--- src/rtl/hello_nios2_qsys_oci_dct_pkg.sv ---
// Shared definitions for the OCI debug-trace packer: atom/frame geometry,
// the no-op atom code and the packer state encoding.
package hello_nios2_qsys_oci_dct_pkg;

  localparam int ATOM_W = 2;
  localparam int SLOTS  = 15;
  localparam int BUF_W  = ATOM_W * SLOTS;
  localparam int CNT_W  = 4;

  localparam logic [ATOM_W-1:0] ATOM_NOP = 2'b00;

  typedef enum logic [1:0] {
    ACCUM = 2'd0,
    DRAIN = 2'd1,
    ENDED = 2'd2
  } dct_state_e;

endpackage

--- src/rtl/hello_nios2_qsys_oci_dct_slot.sv ---
// One-entry valid/ready holding register for a packed trace frame and its
// fill count; contents stay frozen while the frame waits to be consumed.
module hello_nios2_qsys_oci_dct_slot #(
  parameter int BUF_W = 30,
  parameter int CNT_W = 4
) (
  input  logic             clk,
  input  logic             reset,
  input  logic             load,
  input  logic [BUF_W-1:0] load_buffer,
  input  logic [CNT_W-1:0] load_count,
  input  logic             frame_ready,
  output logic             frame_valid,
  output logic [BUF_W-1:0] dct_buffer,
  output logic [CNT_W-1:0] dct_count
);

  always_ff @(posedge clk) begin
    if (reset) begin
      frame_valid <= 1'b0;
      dct_buffer  <= '0;
      dct_count   <= '0;
    end else if (load) begin
      frame_valid <= 1'b1;
      dct_buffer  <= load_buffer;
      dct_count   <= load_count;
    end else if (frame_ready) begin
      frame_valid <= 1'b0;
    end
  end

endmodule

--- src/rtl/hello_nios2_qsys_oci_dct_packer.sv ---
// Packs 2-bit OCI trace atoms into 30-bit frames, hands them downstream through
// a one-entry slot, and drains the partial frame on an end-of-test flush.
module hello_nios2_qsys_oci_dct_packer #(
  parameter int ATOM_W = hello_nios2_qsys_oci_dct_pkg::ATOM_W,
  parameter int SLOTS  = hello_nios2_qsys_oci_dct_pkg::SLOTS,
  parameter int BUF_W  = ATOM_W * SLOTS,
  parameter int CNT_W  = hello_nios2_qsys_oci_dct_pkg::CNT_W
) (
  input  logic              clk,
  input  logic              reset,
  input  logic              atom_valid,
  input  logic [ATOM_W-1:0] atom,
  output logic              atom_ready,
  input  logic              flush,
  output logic              frame_valid,
  input  logic              frame_ready,
  output logic [BUF_W-1:0]  dct_buffer,
  output logic [CNT_W-1:0]  dct_count,
  output logic              test_ending,
  output logic              test_has_ended
);

  import hello_nios2_qsys_oci_dct_pkg::*;

  dct_state_e       state;
  logic [BUF_W-1:0] acc;
  logic [CNT_W-1:0] acc_cnt;

  logic             slot_free;
  logic             full_now;
  logic             accept;
  logic             store;
  logic             transfer;
  logic [BUF_W-1:0] acc_nxt;
  logic [CNT_W-1:0] cnt_nxt;

  // A full accumulator is never shifted: the incoming atom starts the next
  // frame instead, so the 15th atom of a frame can go straight to the slot.
  always_comb begin
    slot_free  = !frame_valid || frame_ready;
    full_now   = (acc_cnt == CNT_W'(SLOTS));
    atom_ready = !reset && (state == ACCUM) && !(full_now && !slot_free);
    accept     = atom_valid && atom_ready;
    store      = accept && (atom != ATOM_W'(ATOM_NOP));
    acc_nxt    = acc;
    cnt_nxt    = acc_cnt;
    if (store && !full_now) begin
      acc_nxt = {acc[BUF_W-ATOM_W-1:0], atom};
      cnt_nxt = acc_cnt + 1'b1;
    end
    transfer = slot_free &&
               ((cnt_nxt == CNT_W'(SLOTS)) || ((state == DRAIN) && (acc_cnt != '0)));
  end

  always_ff @(posedge clk) begin
    if (reset) begin
      acc     <= '0;
      acc_cnt <= '0;
    end else if (transfer) begin
      acc     <= (store && full_now) ? BUF_W'(atom) : '0;
      acc_cnt <= (store && full_now) ? CNT_W'(1) : '0;
    end else begin
      acc     <= acc_nxt;
      acc_cnt <= cnt_nxt;
    end
  end

  always_ff @(posedge clk) begin
    if (reset) begin
      state          <= ACCUM;
      test_ending    <= 1'b0;
      test_has_ended <= 1'b0;
    end else begin
      case (state)
        ACCUM: begin
          if (flush) begin
            state       <= DRAIN;
            test_ending <= 1'b1;
          end
        end
        DRAIN: begin
          if ((acc_cnt == '0) && slot_free) begin
            state          <= ENDED;
            test_has_ended <= 1'b1;
          end
        end
        ENDED: ;
        default: begin
          state          <= ACCUM;
          test_ending    <= 1'b0;
          test_has_ended <= 1'b0;
        end
      endcase
    end
  end

  hello_nios2_qsys_oci_dct_slot #(
    .BUF_W(BUF_W),
    .CNT_W(CNT_W)
  ) u_slot (
    .clk         (clk),
    .reset       (reset),
    .load        (transfer),
    .load_buffer (acc_nxt),
    .load_count  (cnt_nxt),
    .frame_ready (frame_ready),
    .frame_valid (frame_valid),
    .dct_buffer  (dct_buffer),
    .dct_count   (dct_count)
  );

endmodule

--- config.mk ---
export PLATFORM = sky130hd
export DESIGN_NAME = hello_nios2_qsys_oci_dct_packer
export DESIGN_NICKNAME = d
export VERILOG_FILES = /design/src/rtl/hello_nios2_qsys_oci_dct_pkg.sv /design/src/rtl/hello_nios2_qsys_oci_dct_slot.sv /design/src/rtl/hello_nios2_qsys_oci_dct_packer.sv
export SDC_FILE = /design/constraint.sdc
export NUM_CORES = 1
export LEC_CHECK = 0
export CORE_ASPECT_RATIO = 0.8
export CORE_MARGIN = 3
export CORE_UTILIZATION = 29
export CTS_CLUSTER_DIAMETER = 40
export DETAILED_ROUTE_END_ITERATION = 12
export PLACE_DENSITY = 0.48
export REMOVE_ABC_BUFFERS = 1
export SLEW_MARGIN = 20
export SYNTH_ARGS = -nofsm -noshare
export SYNTH_HDL_FRONTEND = slang
export SYNTH_HIERARCHICAL = 1
export SYNTH_SLANG_ARGS = --single-unit
--- constraint.sdc ---
create_clock -name clk -period 5.95 [get_ports clk]
set_input_delay 0.8925 -clock clk [delete_from_list [all_inputs] [get_ports clk]]
set_output_delay 0.8925 -clock clk [all_outputs]
set_load 0.02 [all_outputs]
==> impl_metrics.json, run 1 <==
{
  "required_ps": 5060,
  "crit_cells": 5,
  "synthTopCellsByArea": "dfxtp_1 47%, mux2i_1 13%, mux2_2 11%, nor2_1 5.1%, nor2b_1 4.4%",
  "syn_inst": 289,
  "cts_num_sinks": 73,
  "rows": 33,
  "cts_buffers": 9,
  "cts_tree": "yes",
  "hold_buffers": 0,
  "core_area_sq_mm": 0.0104,
  "max-cap-violations": 0,
  "clkTransAtPathRegs_ps": 60,
  "slowest_delay_ps": 540,
  "relSlewSlack": 0.354,
  "leakage_nw": 1.46,
  "slowest_stage": "clkdlybuf4s50_1",
  "setup_viol": 0,
  "wl_per_cell_um": 13.0,
  "drtIter0Drc": 108,
  "overflow": 0,
  "route.detailed.drc": 0,
  "yosysSeqAreaShare": 0.469,
  "grt_max_degree": 48,
  "vias": 2023,
  "final_cells": 477,
  "cp_max_fo": 47,
  "hold_viol": 0,
  "holdWs_ps": 497,
  "synth-seq-cells": 73,
  "initial_core_util": 0.301,
  "path_class": "input pin to primary output",
  "die_w_um": 122,
  "grt_antenna_before_repair": 0,
  "synth_top_area_frac": 0.469,
  "hp-class": "flop to flop",
  "fin_crit_sh": 0.589,
  "root_buffer": "clkbuf_16",
  "gp_congestion": 0.727,
  "utilization": 0.379,
  "setup_tns_ps": 0,
  "grt_setup_unrepaired": "false",
  "hpwlAfterDp_um": 4000,
  "cp-start-kind": "input pin",
  "drtAntennaViolNets": 0,
  "n_antenna_cell": 0,
  "cts_setup_buffers": 0,
  "ys_warn_count": 6,
  "grt_pass1_wl_um": 10400,
  "finClkSkew_ps": 7.30,
  "clock_path_buffers": 2,
  "powerDensity_mw_per_mm2": 317,
  "cp.arrival_ps": 2610,
  "viasPerCell": 4.24,
  "outcome": "completed",
  "cts.repair.resized": 0,
  "path_cells": "clkdlybuf4s50_1 > buf_4 > nand2b_1 > a21oi_1 > clkdlybuf4s50_1",
  "grtUsageTotal": 0.110,
  "area_growth_pct": 25.9,
  "nFillCells": 1021,
  "drt_wl_total_um": 6200,
  "ff2ff_path_depth": 9,
  "worst_slew_pin_slew_ps": 967,
  "die_area_sq_mm": 0.0120,
  "cp_num_buf_inv": 3,
  "drive_gt1_frac": 0.196,
  "grt_pass1_vias": 2013,
  "clock.fmax_mhz": 285,
  "syn_avg_cell_area_sq_um": 10.8,
  "total_power_w": 0.00124,
  "cp_common_cell": "clkdlybuf4s50_1",
  "fin_crit_ps": 3510,
  "portBuffers": 44,
  "ios": 45,
  "fin_nets": 345,
  "htree_levels": 3,
  "end_kind": "primary output",
  "yosys.cell_types.count": 33,
  "crit_family": "buffers and inverters",
  "vdd_drop_max_mv": 0.120,
  "dr.pass1.iters": 4,
  "clk_latency_ps": 330,
  "synth.largest_area_cell": "dfxtp_1",
  "numPlacedInstances": 461,
  "fp.dieH_um": 98.8,
  "slew_violations": 0,
  "synth_area_sq_mm": 0.00312,
  "hold-path-cell-count": 2
}
==> logic make-up after synthesis <==
family	synth area share
buffers and inverters	0.0529
AO/OA/AOI/OAI	0.0241
multiplexers	0.252
flip-flops	0.469
XOR/XNOR	0.00281
adder cells (fa/ha/maj)	0.0241
AND/OR/NAND/NOR	0.176
==> cell usage after synthesis <==
cell / number
o21a_1: 1
o22ai_1: 1
dfxtp_1: 73
nand2b_1: 7
nor2b_1: 22
clkbuf_1: 3
buf_6: 3
mux2_4: 1
ha_1: 6
mux2_2: 31
or2_2: 1
o21ai_0: 1
xnor2_1: 1
or3b_2: 1
a2111oi_0: 1
nand2_1: 8
a21oi_1: 4
buf_2: 6
nor2b_2: 10
nor3_1: 4
nand3b_1: 1
nor2_1: 42
o31a_1: 1
mux2i_1: 41
buf_12: 3
inv_1: 8
and3_1: 2
a211o_1: 1
and3_4: 1
mux2_1: 1
nor4b_1: 1
o211a_1: 1
nor3_4: 1
==> placed cells by master (no fill, tap or decap), types with 2 or more instances in the layout <==
master | netlist | final
dfxtp_1 | 73 | 73
clkdlybuf4s50_1 | 0 | 44
nor2_1 | 42 | 42
mux2i_1 | 41 | 41
mux2_2 | 31 | 31
nor2b_1 | 22 | 22
nor2b_2 | 10 | 10
clkbuf_16 | 0 | 9
nand2_1 | 8 | 8
inv_1 | 8 | 7
nand2b_1 | 7 | 7
ha_1 | 6 | 6
nor3_1 | 4 | 4
a21oi_1 | 4 | 4
clkinvlp_4 | 0 | 3
buf_4 | 0 | 3
and3_1 | 2 | 2
inv_6 | 0 | 2
==> flip-flops by register name, summed over array words and instances, names as in the netlist <==
register / count
acc: 30
state: 2
test_ending: 1
u_slot/dct_count: 4
acc_cnt: 4
u_slot/frame_valid: 1
u_slot/dct_buffer: 30
test_has_ended: 1
==> through the flow <==
| stage | setup WS [ps] | area, sq um |
|---|---|---|
| finish | 2440 | 3930 |
| global route | 2330 | 3930 |
| CTS | 2420 | 3930 |
| detailed placement | 2300 | 3620 |
| global placement | 2350 | 3620 |
| floorplan | 2050 | 2980 |
==> worst reg2reg max path, cell delays in order (launching register included) <==
cell and delay (ps):
dfxtp_1 330, inv_1 100, ha_1 260, nand3b_1 190
or2_2 330, o22ai_1 230, a21oi_1 210, inv_2 750
mux2i_1 290, nor2_1 50
==> area by class of cell <==
type	count	area, sq um	share of cell area
multi-input combinational	193	1490	0.380
sequential	73	1460	0.372
timing repair buffer	47	463	0.118
clock buffer	9	225	0.0574
tap	140	175	0.0446
clock inverter	7	78.8	0.0201
inverter	8	30.0	0.00765
==> report_power, final <==
| group | leakage (nW) | switching [W] | internal, W |
|---|---|---|---|
| logic | 0.731 | 0.000103 | 0.0000824 |
| registers | 0.589 | 0.0000104 | 0.000503 |
| clock network | 0.139 | 0.000216 | 0.000328 |
| total | 1.46 | 0.000330 | 0.000913 |
==> layer usage <==
| metal | vias up | track usage | share of wire |
|---|---|---|---|
| met5 | - | 0 | 0 |
| met4 | 0 | 0.0362 | 0.0092 |
| met3 | 4 | 0.0396 | 0.046 |
| met2 | 50 | 0.146 | 0.40 |
| met1 | 911 | 0.164 | 0.55 |
| li1 | 1058 | - | - |
==> worst paths after layout <==
kind                    startpoint               endpoint  slack [ps]
max                          reset             atom_ready        2440
min reg2reg  u_slot/dct_buffer[29]  u_slot/dct_buffer[29]         500
min          u_slot/dct_buffer[29]  u_slot/dct_buffer[29]         500
max reg2reg               state[0]  u_slot/dct_buffer[23]        3090
(Power assumes the default switching activity.)
==> run 2: changes to the inputs <==
--- a/config.mk
+++ b/config.mk
@@ -10,7 +10,7 @@
 export CORE_UTILIZATION = 29
 export CTS_CLUSTER_DIAMETER = 40
 export DETAILED_ROUTE_END_ITERATION = 12
-export PLACE_DENSITY = 0.48
+export PLACE_DENSITY = 0.5
 export REMOVE_ABC_BUFFERS = 1
 export SLEW_MARGIN = 20
 export SYNTH_ARGS = -nofsm -noshare
==> constraint.sdc (replaced) <==
create_clock -name clk -period 3.1 [get_ports clk]
set_input_delay 0.465 -clock clk [delete_from_list [all_inputs] [get_ports clk]]
set_output_delay 0.465 -clock clk [all_outputs]
set_load 0.02 [all_outputs]
==> run 2 against run 1 <==
Net effect: final area grew 0.45%; sequential cell count is the same; power grew 91%; clock skew is essentially flat; register-to-register slack lost 2400 ps; global-route usage is essentially flat; setup slack lost 1800 ps; critical path depth grew 5; core utilization grew 0.17 points; critical path type is now flop to flop; critical endpoint is now u_slot/dct_buffer[26]; largest cell class unchanged; highest routed layer unchanged.
==> impl_metrics.json, run 2 (same netlist as run 1, synthesis figures left out) <==
{
  "drive_gt1_frac": 0.203,
  "slew_violations": 0,
  "clkTransAtPathRegs_ps": 60,
  "cts_buffers": 9,
  "n_antenna_cell": 0,
  "clock.fmax_mhz": 411,
  "max-cap-violations": 0,
  "drt_wl_total_um": 6150,
  "grt_antenna_before_repair": 0,
  "relSlewSlack": 0.647,
  "htree_levels": 3,
  "core_area_sq_mm": 0.0104,
  "vdd_drop_max_mv": 0.283,
  "vias": 2042,
  "grt_setup_unrepaired": "false",
  "drtAntennaViolNets": 0,
  "reg_top3": "acc (30), u_slot/dct_buffer (30)",
  "fin_crit_sh": 0.785,
  "slowest_stage": "or2_2",
  "final_cell_mix": "73 x dfxtp_1, 43 x clkdlybuf4s50_1, 42 x nor2_1, 41 x mux2i_1, 31 x mux2_2",
  "portBuffers": 44,
  "ios": 45,
  "cts.repair.resized": 0,
  "overflow": 0,
  "worst_slew_pin_slew_ps": 522,
  "hp-class": "flop to flop",
  "fin_nets": 349,
  "leakage_nw": 1.49,
  "grt_pass1_wl_um": 10300,
  "wl_per_cell_um": 12.8,
  "utilization": 0.381,
  "powerDensity_mw_per_mm2": 603,
  "area_growth_pct": 26.4,
  "hold_buffers": 0,
  "setup_tns_ps": 0,
  "cp_num_buf_inv": 3,
  "finClkSkew_ps": 7.66,
  "die_area_sq_mm": 0.0120,
  "setup_viol": 0,
  "die_w_um": 122,
  "end_kind": "flop",
  "slowest_delay_ps": 340,
  "outcome": "completed",
  "grt_max_degree": 47,
  "drtIter0Drc": 72,
  "crit_family": "simple AND/OR/NAND/NOR gates",
  "required_ps": 3300,
  "layout_commonest_cell": "dfxtp_1",
  "grtUsageTotal": 0.110,
  "clock_path_buffers": 2,
  "cts_tree": "yes",
  "dr.pass1.iters": 4,
  "clk_latency_ps": 330,
  "gp_congestion": 0.768,
  "path_class": "flop to flop",
  "path_cells": "inv_1 > ha_1 > nand3b_1 > or2_2 > o22ai_1 > a21oi_1 > inv_2 > buf_4 > mux2i_1 > nor2_1",
  "hold_viol": 0,
  "cts_setup_buffers": 0,
  "root_buffer": "clkbuf_16",
  "cts_num_sinks": 73,
  "total_power_w": 0.00238,
  "viasPerCell": 4.25,
  "grt_pass1_vias": 2042,
  "initial_core_util": 0.301,
  "rows": 33,
  "fin_crit_ps": 2430,
  "fp.dieH_um": 98.8,
  "route.detailed.drc": 0,
  "cp_max_fo": 21,
  "hpwlAfterDp_um": 4110,
  "cp.arrival_ps": 2630,
  "nFillCells": 1028,
  "cp-start-kind": "flop"
}
## run 2: cell types whose count changed in the layout (fill, tap and decap cells not counted), sizes merged
cell,delta
inv,-2
clkbuf,+3
buf,+5
clkinvlp,-3
clkdlybuf4s50,-1
clkinv,+1
## run 2: per-stage QoR
stage	setup slack (ps)	hold slack, ps	area (sq um)	cells
floorplan	-452	487	2980	274
global placement	493	480	3650	465
detailed placement	452	483	3650	465
CTS	673	498	3940	480
global route	497	528	3940	480
finish	665	492	3940	480
## run 2: layout make-up
| type | count | area, sq um | share of cell area |
|---|---|---|---|
| well taps | 140 | 175 | 0.0444 |
| inverters | 8 | 30.0 | 0.00761 |
| flip-flops and latches | 73 | 1460 | 0.371 |
| repair buffers | 51 | 488 | 0.124 |
| clock buffers | 12 | 256 | 0.0650 |
| multi-input cells | 193 | 1490 | 0.378 |
| clock inverters | 3 | 40.0 | 0.0102 |
## run 2: per-layer routing
| metal | global-route usage | part of all wire | vias to the layer above |
|---|---|---|---|
| met5 | 0 | 0 | - |
| met4 | 0.0465 | 0.015 | 0 |
| met3 | 0.0413 | 0.046 | 7 |
| met2 | 0.153 | 0.42 | 38 |
| met1 | 0.153 | 0.52 | 939 |
| li1 | - | - | 1058 |
## run 2: worst reg2reg max path, delay by kind of cell (launching register included)
family / cells / cell delay, ps
AO/OA/AOI/OAI: 2 / 360
adder cells (fa/ha/maj): 1 / 250
buffers and inverters: 3 / 520
flip-flops: 1 / 320
multiplexers: 1 / 250
AND/OR/NAND/NOR: 3 / 590
## run 2: worst paths after layout
check / slack [ps] / startpoint / cells after the start / end
worst max register to register: 670 / state[0] / 10 / u_slot/dct_buffer[26]
worst min register to register: 490 / u_slot/dct_buffer[29] / 2 / u_slot/dct_buffer[29]
worst max-delay path: 670 / state[0] / 10 / u_slot/dct_buffer[26]
worst min-delay path: 490 / u_slot/dct_buffer[29] / 2 / u_slot/dct_buffer[29]
## run 2: report_power, final
group          internal, W  switching [W]  total, W
sequential        0.000966      0.0000173  0.000983
clock             0.000660       0.000373   0.00103
combinational     0.000161       0.000200  0.000361
total              0.00179       0.000590   0.00238
